===== src/rtl/bit_stream_tx.sv =====
// bit_stream_tx: differential NRZ baseband source with programmable bit rate.
// Bits come from an internal PN9 generator or from an external supplier.
// Every level-changing bit boundary after the first carries one zero sample.
module bit_stream_tx #(
    parameter int CLK_PER_BIT = 32,
    parameter int DW          = 6,
    parameter int AMP         = 31
) (
    input  logic                 clk,
    input  logic                 rst,
    input  logic                 en,
    input  logic                 src_sel,
    input  logic                 din,
    output logic                 din_req,
    output logic                 bit_strobe,
    output logic                 bit_out,
    output logic signed [DW-1:0] dataout
);

    localparam int                    CW       = $clog2(CLK_PER_BIT);
    localparam logic [CW-1:0]         CNT_LAST = CW'(CLK_PER_BIT - 1);
    // din_req is registered, so it is launched one cycle ahead of cnt==CLK_PER_BIT-2
    localparam logic [CW-1:0]         CNT_REQ  = CW'(CLK_PER_BIT - 3);
    localparam logic [CW-1:0]         CNT_ONE  = CW'(1);
    localparam logic [8:0]            PN_SEED  = 9'h1FF;
    localparam logic signed [DW-1:0]  LVL_HI   = DW'(AMP);
    localparam logic signed [DW-1:0]  LVL_LO   = DW'(-AMP);
    localparam logic signed [DW-1:0]  LVL_ZERO = DW'(0);

    logic [CW-1:0] cnt_r;
    logic [8:0]    lfsr_r;
    logic          d_r;
    logic          active_r;
    logic          zero_pend_r;
    logic          din_req_r;
    logic          bit_strobe_r;
    logic signed [DW-1:0] dataout_r;

    logic          boundary_s;
    logic          b_s;
    logic          d_new_s;
    logic [8:0]    lfsr_next_s;

    // Map a differential bit onto the signed output level.
    function automatic logic signed [DW-1:0] level(input logic d);
        logic signed [DW-1:0] v;
        if (d) begin
            v = LVL_HI;
        end else begin
            v = LVL_LO;
        end
        return v;
    endfunction

    // Boundary detection, source bit selection, differential encode and PN step.
    always_comb begin
        boundary_s  = 1'b0;
        b_s         = 1'b0;
        d_new_s     = d_r;
        lfsr_next_s = lfsr_r;
        if (en && (cnt_r == CNT_LAST)) begin
            boundary_s = 1'b1;
        end else begin
            boundary_s = 1'b0;
        end
        if (src_sel) begin
            b_s         = din;
            lfsr_next_s = lfsr_r;
        end else begin
            b_s         = lfsr_r[8];
            lfsr_next_s = {lfsr_r[7:0], lfsr_r[8] ^ lfsr_r[4]};
        end
        d_new_s = d_r ^ b_s;
    end

    // Bit timing, PN/differential state and registered output samples.
    always_ff @(posedge clk or negedge rst) begin
        if (!rst) begin
            cnt_r        <= '0;
            lfsr_r       <= PN_SEED;
            d_r          <= 1'b0;
            active_r     <= 1'b0;
            zero_pend_r  <= 1'b0;
            din_req_r    <= 1'b0;
            bit_strobe_r <= 1'b0;
            dataout_r    <= LVL_ZERO;
        end else if (!en) begin
            // Idle: timing and output cleared, PN and differential state kept.
            cnt_r        <= '0;
            active_r     <= 1'b0;
            zero_pend_r  <= 1'b0;
            din_req_r    <= 1'b0;
            bit_strobe_r <= 1'b0;
            dataout_r    <= LVL_ZERO;
        end else begin
            din_req_r    <= src_sel && (cnt_r == CNT_REQ);
            bit_strobe_r <= boundary_s;
            if (boundary_s) begin
                cnt_r    <= '0;
                lfsr_r   <= lfsr_next_s;
                d_r      <= d_new_s;
                active_r <= 1'b1;
                if (active_r && b_s) begin
                    // Level change: one zero-crossing sample before the new level.
                    dataout_r   <= LVL_ZERO;
                    zero_pend_r <= 1'b1;
                end else begin
                    dataout_r   <= level(d_new_s);
                    zero_pend_r <= 1'b0;
                end
            end else begin
                cnt_r <= cnt_r + CNT_ONE;
                if (zero_pend_r) begin
                    dataout_r   <= level(d_r);
                    zero_pend_r <= 1'b0;
                end else begin
                    dataout_r   <= dataout_r;
                    zero_pend_r <= 1'b0;
                end
            end
        end
    end

    assign din_req    = din_req_r;
    assign bit_strobe = bit_strobe_r;
    assign bit_out    = d_r;
    assign dataout    = dataout_r;

endmodule


===== config.mk =====
export PLATFORM = sky130hd
export DESIGN_NAME = bit_stream_tx
export DESIGN_NICKNAME = d
export VERILOG_FILES = /design/src/rtl/bit_stream_tx.sv
export SDC_FILE = /design/constraint.sdc
export NUM_CORES = 1
export LEC_CHECK = 0
export ABC_AREA = 1
export CELL_PAD_IN_SITES_DETAIL_PLACEMENT = 1
export CELL_PAD_IN_SITES_GLOBAL_PLACEMENT = 1
export CORE_MARGIN = 4
export CORE_UTILIZATION = 43
export DETAILED_ROUTE_END_ITERATION = 10
export HOLD_SLACK_MARGIN = 0.05
export PLACE_DENSITY_LB_ADDON = 0.1
export SLEW_MARGIN = 20
export SYNTH_ARGS = -nofsm -noshare
export SYNTH_HDL_FRONTEND = slang
export SYNTH_SLANG_ARGS = --single-unit

===== constraint.sdc =====
create_clock -name clk -period 4.1 [get_ports clk]
set_input_delay 0.82 -clock clk [delete_from_list [all_inputs] [get_ports clk]]
set_output_delay 0.82 -clock clk [all_outputs]
set_load 0.01 [all_outputs]

Word-level counts from Yosys, hierarchy flattened
Index checks and enable logic that the tools add are counted.
Word-level totals
  bits in registers: 25
  latch bits: 0
  bits in writable memories: 0
  bits in read-only memories: 0
  input bits: 5
  output and inout port bits: 9
  logic and storage cells: 38
  memories: 0
Cells by class
  $add $sub $neg: 1
  $mul: 0
  div/mod/pow operators: 0
  order comparisons: 0
  eq/ne operators: 4
  shift-type cells: 0
  mux-type cells: 17
  bitwise operators: 3
  reduce and logical (&&, ||, !) cells: 5
Operators by type and width (number)
  $mux 6: 6
  $eq 5x5->1 const B: 2
  $mux 5: 2
  $mux 1: 9
  $add 5x1->5 const B: 1
  $logic_and 1x1->1: 3
  $ne 3x1->1 const B: 1
  $reduce_and 3->1: 1
  $ne 2x1->1 const B: 1
  $reduce_and 2->1: 1
  $xor 1x1->1: 2
  $not 1->1: 1

Logic depth before layout (Yosys ltp)
  depth after elaboration: 6
  depth in mapped cells: 10
  mapped depth without buffers: 10

Worst setup path after synthesis
No wires, ideal clock.
  path kind: register to register
  start: register cnt_r[0]
  end: register dataout_r[4], in the netlist dataout[4]
  setup time: 0.116 ns
  data arrival time: 1.422 ns
  data required time: 3.984 ns
  path slack: 2.562 ns
  cell stages (with the launch flop): 10
  buffers on the path: 0
  period minus slack after synthesis: 1.538 ns
  cell sequence: dfrtp_1 ha_1 and3_1 ha_1 nand2_2 inv_2 nand3_1 nand2_2 nand2_1 nand2_1
On the way
  word-level cells in the longest chain between the ends: 5
  elaborated cells on any way between the ends: 6
  classes of those cells: 2 x eq/ne; 3 x mux; 1 x reduce/logical
Ends and longest elaborated chain
  start, declared: RTL line 30  | logic [CW-1:0] cnt_r;
  start signal, assigned: RTL line 112  | cnt_r <= cnt_r + CNT_ONE;
  $eq 5x5->1 (*): RTL line 61  | if (en && (cnt_r == CNT_LAST)) begin
  $logic_and 1x1->1 (*): RTL line 61
  $mux 1 (*): RTL line 61
  $mux 6: RTL line 98  | if (boundary_s) begin
  $mux 6: RTL line 87  | end else if (!en) begin
  end signal, assigned: RTL line 108  | dataout_r <= level(d_new_s);
  end signal, assigned: RTL line 114  | dataout_r <= level(d_r);
  end signal, assigned: RTL line 117  | dataout_r <= dataout_r;
  end, declared: RTL line 37  | logic signed [DW-1:0] dataout_r;
Mark *: on every way between the ends. The rest lies on a longest branch, timed or not.
A chain may end at the register's enable or synchronous reset.

Worst setup path in the final report
  start: register d_r, in the netlist bit_out
  end: output port bit_out
RTL lines
  start, declared: RTL line 32  | logic d_r;
  start signal, assigned: RTL line 101  | d_r <= d_new_s;
  end, declared: RTL line 16  | output logic bit_out,
No word-level cell between the ends.

==> results.py <==
metrics = {
    "logic_synthesis": {
        "synth_fp_nets": 115,
        "ys_seq_elements": 22,
        "ys_seq_area_frac": 0.557,
        "netlist-cell-type-count": 23,
        "synth-warning-count": 0,
        "synthCells": 107,
        "avgSynthCellArea_sq_um": 9.42,
        "netlist_area_sq_um": 1010,
    },
    "run": {
        "maxCapViolCount": 0,
    },
    "cells_and_area": {
        "post_route_cells_drive_above_1_share": 0.264,
        "regArea_sq_um": 562,
        "multi_input_area_sq_um": 369,
        "layoutNonFillerInstCount": 149,
        "diodes": 0,
        "fin_nets": 130,
        "area_delta_synth_final_pct": 18.9,
        "filler_cell_count": 277,
    },
    "timing": {
        "tightest_slew_ns": 0.479,
        "layout_setup_ws_ns": 1.98,
        "relSlewSlack": 0.681,
        "fmax_ghz": 0.471,
        "clock_skew_ns": 0.00492,
        "fin_crit_ns": 2.12,
        "setup_tns_ns": 0,
        "grt_setup_unrepaired": "false",
        "hold_viol_final": 0,
        "finalSetupViolations": 0,
        "drv_slew": 0,
        "finalCritPeriodShare": 0.518,
    },
    "route": {
        "avgViaCountPerCell": 4.77,
        "vias": 711,
        "wire_per_inst_um": 12.4,
        "drtAntennaViolNets": 0,
        "drt_iter0_drc": 5,
        "wirelength_um": 1840,
        "drcViolationCount": 0,
        "drt_pass1_iterations": 4,
    },
    "critical_path": {
        "worstPathMaxFanout": 5,
        "r2r_slack_ns": 2.34,
        "slowest_stage": "clkdlybuf4s50_1",
        "crit_type": "register to primary output",
        "cp_data_required_time_ns": 3.28,
        "end_kind": "primary output",
        "critPathTopFamily": "buffers and inverters",
        "worst-path-buf-inv": 1,
        "max_stage_delay_ns": 0.56,
        "worst_setup_path_start_kind": "register",
        "path_cells": "clkdlybuf4s50_1",
        "arrival_ns": 1.30,
    },
    "place": {
        "dpl.hpwl_um": 1440,
        "pre_cts_ws_ns": 2.04,
        "place_congestion": 0.768,
        "numPortBuffers": 13,
        "place_inst": 145,
    },
    "grt": {
        "grt_pass1_wl_um": 3400,
        "grt_usage": 0.136,
        "grt_pass1_vias": 794,
        "antenna_found_initial": 0,
        "overflow": 0,
        "grt_max_degree": 23,
    },
    "clock_tree": {
        "path_clk_slew_ns": 0.12,
        "ctsHoldBuffers": 0,
        "cts_buffers": 3,
        "ctsHtreeMaxLevel": 1,
        "root_buffer": "clkbuf_4",
        "cts_resized": 0,
        "cts_tree": "built",
        "clockBufferDepth": 2,
        "clk_latency_ns": 0.31,
        "cts_setup_buffers": 0,
        "clkSinkCount": 22,
    },
    "run_status": {
        "outcome": "finished, final reports clean",
    },
    "power": {
        "powerDensity_nw_per_um2": 337,
        "p_seq_frac": 0.549,
        "ir_drop_mv": 0.179,
        "p_sw_uw": 79.7,
        "intPower_uw": 325,
        "total_power_uw": 404,
        "p_leak_uw": 0.000609,
        "p_sw_frac": 0.197,
        "p_comb_frac": 0.043,
        "pwr-share-clk": 0.408,
    },
    "die": {
        "die-area_sq_um": 3180,
        "initial_utilization": 0.456,
        "fp.coreArea_sq_um": 2210,
        "die_y_um": 56.4,
        "fp-row-count": 17,
        "ioPinCount": 14,
        "dieWidth_um": 56.4,
    },
    "min_path": {
        "worstHoldPathType": "input port to async pin",
    },
}
[through the flow]
stage / instance area, sq um / util / hold WS [ns]
2_1_floorplan: 1010 / - / 0.443
3_3_place_gp: 1150 / 0.520 / 0.452
3_5_place_dp: 1150 / 0.520 / 0.464
4_1_cts: 1200 / 0.544 / 0.484
5_1_grt: 1200 / 0.542 / 0.463
6_report: 1200 / 0.542 / 0.451
[routing by layer]
metal,part of all wire,global-route usage,vias up
met3,0.045,0.0253,4
met1,0.43,0.152,338
met5,0,0,-
met2,0.50,0.243,12
met4,0.020,0.0712,0
li1,-,-,357
[cell type report]
class	count	share of cell area
clock buffer	3	0.0188
multi-input combinational	68	0.308
timing repair buffer	13	0.104
sequential	22	0.469
tap	28	0.0292
clock inverter	1	0.0251
inverter	14	0.0459
[power by group through the flow]
stage	clock (uW)	combinational, uW	sequential, uW
6_report	165	17.3	222
5_1_grt	181	19.9	223
4_1_cts	168	18.5	222
3_5_place_dp	0	18.6	226
3_3_place_gp	0	18.0	226
2_1_floorplan	0	7.41	225
[worst paths after layout]
path	from	to	cells past startpoint
setup / recovery	bit_out	bit_out	1
hold / removal	rst	din_req	1
setup reg to reg	cnt_r[0]	dataout[4]	9
hold reg to reg	lfsr_r[6]	lfsr_r[6]	2
max in group asynchronous	rst	lfsr_r[1]	1
min in group clk	lfsr_r[6]	lfsr_r[6]	2
[layout by cell type (no fill, tap or decap)]
cell,synthesis,routed
nand4_1,1,1
nand3_2,1,1
nor2_4,1,1
a21oi_1,2,2
xor2_1,1,1
inv_1,10,10
nand3_1,4,4
nand2_2,8,8
dfstp_2,9,9
buf_2,0,1
inv_2,3,3
inv_4,1,1
nand2_1,31,31
o21ai_2,2,2
ha_1,3,3
bufinv_16,0,1
nor3_1,1,1
o21ai_1,1,1
and3_1,1,1
clkdlybuf4s50_1,0,12
clkbuf_4,0,3
o21ai_0,3,3
nand2_4,2,2
dfrtp_1,13,13
xnor2_1,1,1
nor2_1,5,5
[logic make-up (layout without fill, tap and decap cells)]
logic type      count (synthesis)  count (layout)  synth area share
buf+inv                        17              31            0.0769
flops                          22              22             0.557
fa+ha+maj                       3               3            0.0372
simple gates                   55              55             0.264
compound gates                  8               8            0.0471
xor+xnor                        2               2            0.0174
[cells in the mapped netlist (all sizes together)]
library cell	count	area, sq um
nand2	41	189
inv	14	55.1
dfrtp	13	325
dfstp	9	236
nor2	6	30.0
o21ai	6	37.5
nand3	5	30.0
buf	3	22.5
ha	3	37.5
a21oi	2	10.0
and3	1	6.26
nand4	1	6.26
nor3	1	5.00
xnor2	1	8.76
xor2	1	8.76
[sequential cells by signal, summed over array words and instances, names as in the netlist]
register     flops
bit_strobe       1
lfsr_r           9
active_r         1
bit_out          1
cnt_r            5
dataout          3
zero_pend_r      1
din_req          1
[worst reg2reg max path, cell delays in order, from the launching register on]
cell	delay (ns)
dfrtp_1	0.43
ha_1	0.24
and3_1	0.21
ha_1	0.21
nand2_2	0.17
inv_2	0.10
nand3_1	0.12
nand2_2	0.07
nand2_1	0.07
nand2_1	0.05
Power figures use the tool's default switching activity.
